File: src/rtl/slave_mem_readback.sv
// slave_mem_readback
// Reads the accelerator's result memory back through the slave memory port
// after the kernel finishes. One word-sized read is issued at a time, starting
// at base_addr. The bytes of each returned word go out, lowest byte first, on
// a valid/ready byte stream. A read that gets no M_DataRdy within TIMEOUT
// cycles ends the transfer with timeout_err set.
module slave_mem_readback #(
  parameter int ADDR_W  = 8,
  parameter int DATA_W  = 64,
  parameter int SIZE_W  = 7,
  parameter int LEN_W   = 16,
  parameter int TIMEOUT = 255
) (
  input  logic              clock,
  input  logic              reset,
  input  logic              start,
  input  logic [ADDR_W-1:0] base_addr,
  input  logic [LEN_W-1:0]  byte_count,
  output logic              busy,
  output logic              done,
  output logic              timeout_err,
  output logic              M_oe_ram,
  output logic              M_we_ram,
  output logic [ADDR_W-1:0] M_addr_ram,
  output logic [SIZE_W-1:0] M_data_ram_size,
  input  logic [DATA_W-1:0] M_Rdata_ram,
  input  logic              M_DataRdy,
  output logic [7:0]        byte_out,
  output logic              byte_valid,
  input  logic              byte_ready
);

  localparam int BYTES = DATA_W / 8;
  localparam int CNT_W = $clog2(TIMEOUT + 1);
  localparam logic [LEN_W-1:0] BYTES_L      = LEN_W'(BYTES);
  localparam logic [CNT_W-1:0] TIMEOUT_LAST = CNT_W'(TIMEOUT - 1);

  typedef enum logic [2:0] {
    S_IDLE,
    S_REQ,
    S_WAIT,
    S_SHIFT,
    S_FIN
  } state_t;

  state_t             r_state;
  state_t             w_next;
  logic [ADDR_W-1:0]  r_curAddr;
  logic [LEN_W-1:0]   r_remaining;
  logic [DATA_W-1:0]  r_word;
  logic [LEN_W-1:0]   r_shiftLeft;
  logic [CNT_W-1:0]   r_waitCnt;
  logic               r_timeoutErr;
  logic [LEN_W-1:0]   w_n;
  logic [SIZE_W-1:0]  w_size;

  // Bytes covered by the current access: what is left, capped at one word.
  always_comb begin
    w_n    = (r_remaining > BYTES_L) ? BYTES_L : r_remaining;
    w_size = SIZE_W'({w_n, 3'b000});
  end

  // State register; reset forces IDLE from any state.
  always_ff @(posedge clock or negedge reset) begin
    if (!reset) begin
      r_state <= S_IDLE;
    end else begin
      r_state <= w_next;
    end
  end

  // Next-state decode and Moore outputs; address/size/data are zero when not in use.
  always_comb begin
    w_next     = r_state;
    busy       = 1'b0;
    done       = 1'b0;
    M_oe_ram   = 1'b0;
    byte_valid = 1'b0;
    case (r_state)
      S_IDLE: begin
        if (start) begin
          w_next = S_REQ;
        end
      end
      S_REQ: begin
        busy = 1'b1;
        if (r_remaining == '0) begin
          w_next = S_FIN;
        end else begin
          M_oe_ram = 1'b1;
          w_next   = S_WAIT;
        end
      end
      S_WAIT: begin
        busy     = 1'b1;
        M_oe_ram = 1'b1;
        if (M_DataRdy) begin
          w_next = S_SHIFT;
        end else if (r_waitCnt == TIMEOUT_LAST) begin
          w_next = S_FIN;
        end
      end
      S_SHIFT: begin
        busy       = 1'b1;
        byte_valid = 1'b1;
        if (byte_ready && (r_shiftLeft == LEN_W'(1))) begin
          w_next = (r_remaining == w_n) ? S_FIN : S_REQ;
        end
      end
      S_FIN: begin
        done   = 1'b1;
        w_next = S_IDLE;
      end
      default: begin
        w_next = S_IDLE;
      end
    endcase
    M_addr_ram      = M_oe_ram ? r_curAddr : '0;
    M_data_ram_size = M_oe_ram ? w_size : '0;
    byte_out        = byte_valid ? r_word[7:0] : 8'h00;
  end

  assign M_we_ram    = 1'b0;
  assign timeout_err = r_timeoutErr;

  // Transfer bookkeeping: capture request, capture read word, shift bytes out, advance address.
  always_ff @(posedge clock or negedge reset) begin
    if (!reset) begin
      r_curAddr    <= '0;
      r_remaining  <= '0;
      r_word       <= '0;
      r_shiftLeft  <= '0;
      r_timeoutErr <= 1'b0;
    end else begin
      if ((r_state == S_IDLE) && start) begin
        r_curAddr    <= base_addr;
        r_remaining  <= byte_count;
        r_timeoutErr <= 1'b0;
      end
      if (r_state == S_WAIT) begin
        if (M_DataRdy) begin
          r_word      <= M_Rdata_ram;
          r_shiftLeft <= w_n;
        end else if (r_waitCnt == TIMEOUT_LAST) begin
          r_timeoutErr <= 1'b1;
        end
      end
      if ((r_state == S_SHIFT) && byte_ready) begin
        r_word      <= r_word >> 8;
        r_shiftLeft <= r_shiftLeft - LEN_W'(1);
        if (r_shiftLeft == LEN_W'(1)) begin
          r_curAddr   <= r_curAddr + ADDR_W'(w_n);
          r_remaining <= r_remaining - w_n;
        end
      end
    end
  end

  // Per-access wait counter: zero in REQ, counts every cycle oe is high.
  always_ff @(posedge clock or negedge reset) begin
    if (!reset) begin
      r_waitCnt <= '0;
    end else if ((r_state == S_REQ) || (r_state == S_WAIT)) begin
      r_waitCnt <= r_waitCnt + CNT_W'(1);
    end else begin
      r_waitCnt <= '0;
    end
  end

endmodule

File: config.mk
export PLATFORM = sky130hd
export DESIGN_NAME = slave_mem_readback
export DESIGN_NICKNAME = d
export VERILOG_FILES = /design/src/rtl/slave_mem_readback.sv
export SDC_FILE = /design/constraint.sdc
export NUM_CORES = 1
export LEC_CHECK = 0
export CAP_MARGIN = 10
export CELL_PAD_IN_SITES_DETAIL_PLACEMENT = 2
export CELL_PAD_IN_SITES_GLOBAL_PLACEMENT = 2
export CORE_MARGIN = 1
export CORE_UTILIZATION = 31
export DETAILED_ROUTE_END_ITERATION = 6
export PLACE_DENSITY_LB_ADDON = 0.1
export SETUP_SLACK_MARGIN = 0.05
export SYNTH_ARGS = -nofsm -noshare
export SYNTH_HDL_FRONTEND = slang
export SYNTH_SLANG_ARGS = --single-unit
File: constraint.sdc
create_clock -name clock -period 4.2 [get_ports clock]
set_input_delay 0.42 -clock clock [delete_from_list [all_inputs] [get_ports clock]]
set_output_delay 0.42 -clock clock [all_outputs]
set_load 0.1 [all_outputs]
==> metrics.yaml <==
status: "finished, final reports clean"
drt-total-wl_mm: 19.00
grt.overflow.total: 0
cp_num_buf_inv: 1
synth_area_leader_cell: "dfrtp_1"
cts_max_level: 4
wl_per_cell_um: 18.87
hp-class: "input port to async pin"
port_buffers: 117
synth_most_common_cell: "nand2_1"
synth_cell_types: 62
synth_common_cells: "137 x nand2_1, 116 x dfrtp_1, 56 x a22oi_1"
final-hold-violation-count: 0
vdd_drop_max_v: 0.0002699
fin_crit_sh_pct: 88.06
timing.final.max_slew_violations: 0
cpLargestDelayFamily: "simple AND/OR/NAND/NOR gates"
netlist_area_um2: 5934
holdWs_ps: 151.7
cap_violations: 0
vias: 5334
clkSinkCount: 116
leakage_nw: 3.535
synthArstFlopShare_pct: 100.0
die-area_um2: 19700
vias_per_cell: 5.297
synthTopCellsByArea: "dfrtp_1 49%, nand2_1 8.7%, a22oi_1 7.1%, nor2_1 3.2%, a21oi_1 2.6%"
maxSlewHeadroom_pct: 34.34
dp_hpwl_mm: 12.85
crit_arrival_ps: 3280
die_x_um: 140.4
grt_pass1_wl_mm: 31.48
initial_core_util_pct: 31.73
startpoint: "r_remaining[6]"
cts_tree: "done"
grt_usage_pct: 20.54
cts_setup_buffers: 0
post_cts_resize_count: 0
fmax_ghz: 0.2704
setup.worst_path.class: "flop to output pin"
antennaDiodeCount: 0
drive_above_1_share_pct: 10.22
synth_edf_count: 0
cts_hold_buf: 0
die_h_um: 140.4
coreArea_um2: 18710
drt_iter0_markers: 202
synth.yosys.seq_area_share_pct: 48.91
worstPathRequired_ps: 3780
min_period_ps: 3699
slowest_delay_ps: 980
cpMaxStageDelayCell: "clkdlybuf4s50_1"
dr.pass1.iters: 4
yosysTopAreaCellShare_pct: 48.91
power.density_nw_per_um2: 804.8
rr_endpoint: "r_curAddr[7]"
synthesis.instances: 649
setup_viol: 0
timing.rr.start: "r_remaining[6]"
power_mw: 6.375
final_cells: 1007
setup-tns-final_ps: 0
detail-route-antenna-nets: 0
numCtsBuffers: 17
io_pins: 122
dpl.cell_count: 975
ys.flop_type: "dfrtp_1"
gp_congestion: 0.7817
cts-root-buf: "clkbuf_16"
clkTransAtPathRegs_ps: 60
clk_path_buf_depth: 2
syn2layout_area_growth_pct: 33.48
nets: 866
tightest_slew_ps: 981.8
ys_ff_latch: 116
drc_errors: 0
syn_avg_cell_area_um2: 9.144
worst-r2r-setup-slack_ps: 630
rsz0062_at_grt: "false"
antenna_found_initial: 0
path_max_fanout: 8
fin_skew_ps: 5.327
grt_max_degree: 70
grt_pass1_vias: 6051
std_cell_rows: 50
cp_cell_sequence: "or4_4 -> nor4_2 -> and2_1 -> nor2_1 -> clkdlybuf4s50_1"
yosys_warnings: 0
cp-end-kind: "output pin"
critPathLaunchType: "flop"
ff2ff_path_depth: 12
clock_latency_ps: 420
layout by cell type, fill, tap and decap left out, types with 15 or more instances in the layout:
| master | instances |
|---|---|
| a21oi_1 | 31 |
| a22oi_1 | 56 |
| and2_1 | 21 |
| buf_4 | 31 |
| clkbuf_16 | 17 |
| clkdlybuf4s50_1 | 95 |
| dfrtp_1 | 116 |
| inv_1 | 15 |
| nand2_1 | 137 |
| nand3_1 | 16 |
| nor2_1 | 49 |
| o21ai_0 | 18 |
routing by layer:
layer  up-vias  global-route usage (%)  routed length, um
li1       2532                       -                  -
met5         -                       0                  0
met2        88                   36.16               9669
met3        15                   4.308                632
met4         0                   6.304                200
met1      2699                   25.09               8497
cells by family (layout without fill, tap and decap cells):
| kind of cell | count (synthesis) | in the layout | synth area share [%] |
|---|---|---|---|
| other cells | 2 | 8 | 0.1265 |
| mux | 6 | 6 | 1.012 |
| xor+xnor | 7 | 7 | 1.033 |
| buf+inv | 55 | 173 | 3.900 |
| flops | 116 | 116 | 48.91 |
| fa+ha+maj | 13 | 13 | 2.867 |
| compound gates | 175 | 175 | 20.66 |
| simple gates | 275 | 275 | 21.48 |
state kept, by name, summed over array words and instances (netlist names):
register     cells
r_remaining     16
r_state          3
r_curAddr        8
timeout_err      1
r_word          64
r_waitCnt        8
r_shiftLeft     16
where the power goes:
part           internal [mW]  leakage [nW]  switching, mW
Clock                   1.01         0.311          0.593
Sequential              1.60          1.46          0.421
Combinational          0.855          1.76           1.90
worst register-to-register path, delay by kind of cell (launching register included):
kind                     cells  cell delay, ps
AND/OR/NAND/NOR              5            1600
AO/OA/AOI/OAI                5            1060
flip-flops                   1             460
adder cells (fa/ha/maj)      1             230
buffers and inverters        1             110
worst max path at each step:
stage	endpoint	slack [ps]	depth (start not counted)
2_1_floorplan	M_addr_ram[1]	630	8
3_3_place_gp	r_curAddr[6]	880	14
3_5_place_dp	r_curAddr[7]	670	12
4_1_cts	M_data_ram_size[6]	460	5
5_1_grt	r_curAddr[7]	250	12
6_report	M_data_ram_size[6]	500	5
area by class of cell:
cell class                 count  area, um2
fill                        2032      10780
sequential                   116       2903
multi-input combinational    484       2843
timing repair buffer         126       1184
clock buffer                  17      425.4
tap                          234      292.8
clock inverter                15      217.7
inverter                      15      56.30
per-stage QoR:
stage,util (%),setup WS [ps],area [um2]
6_report,42.35,501.3,7921
5_1_grt,42.35,251.2,7921
4_1_cts,42.35,456.2,7921
3_5_place_dp,38.91,674.0,7278
3_3_place_gp,38.91,877.6,7278
2_1_floorplan,-,629.3,5957
(Power assumes the default switching activity.)
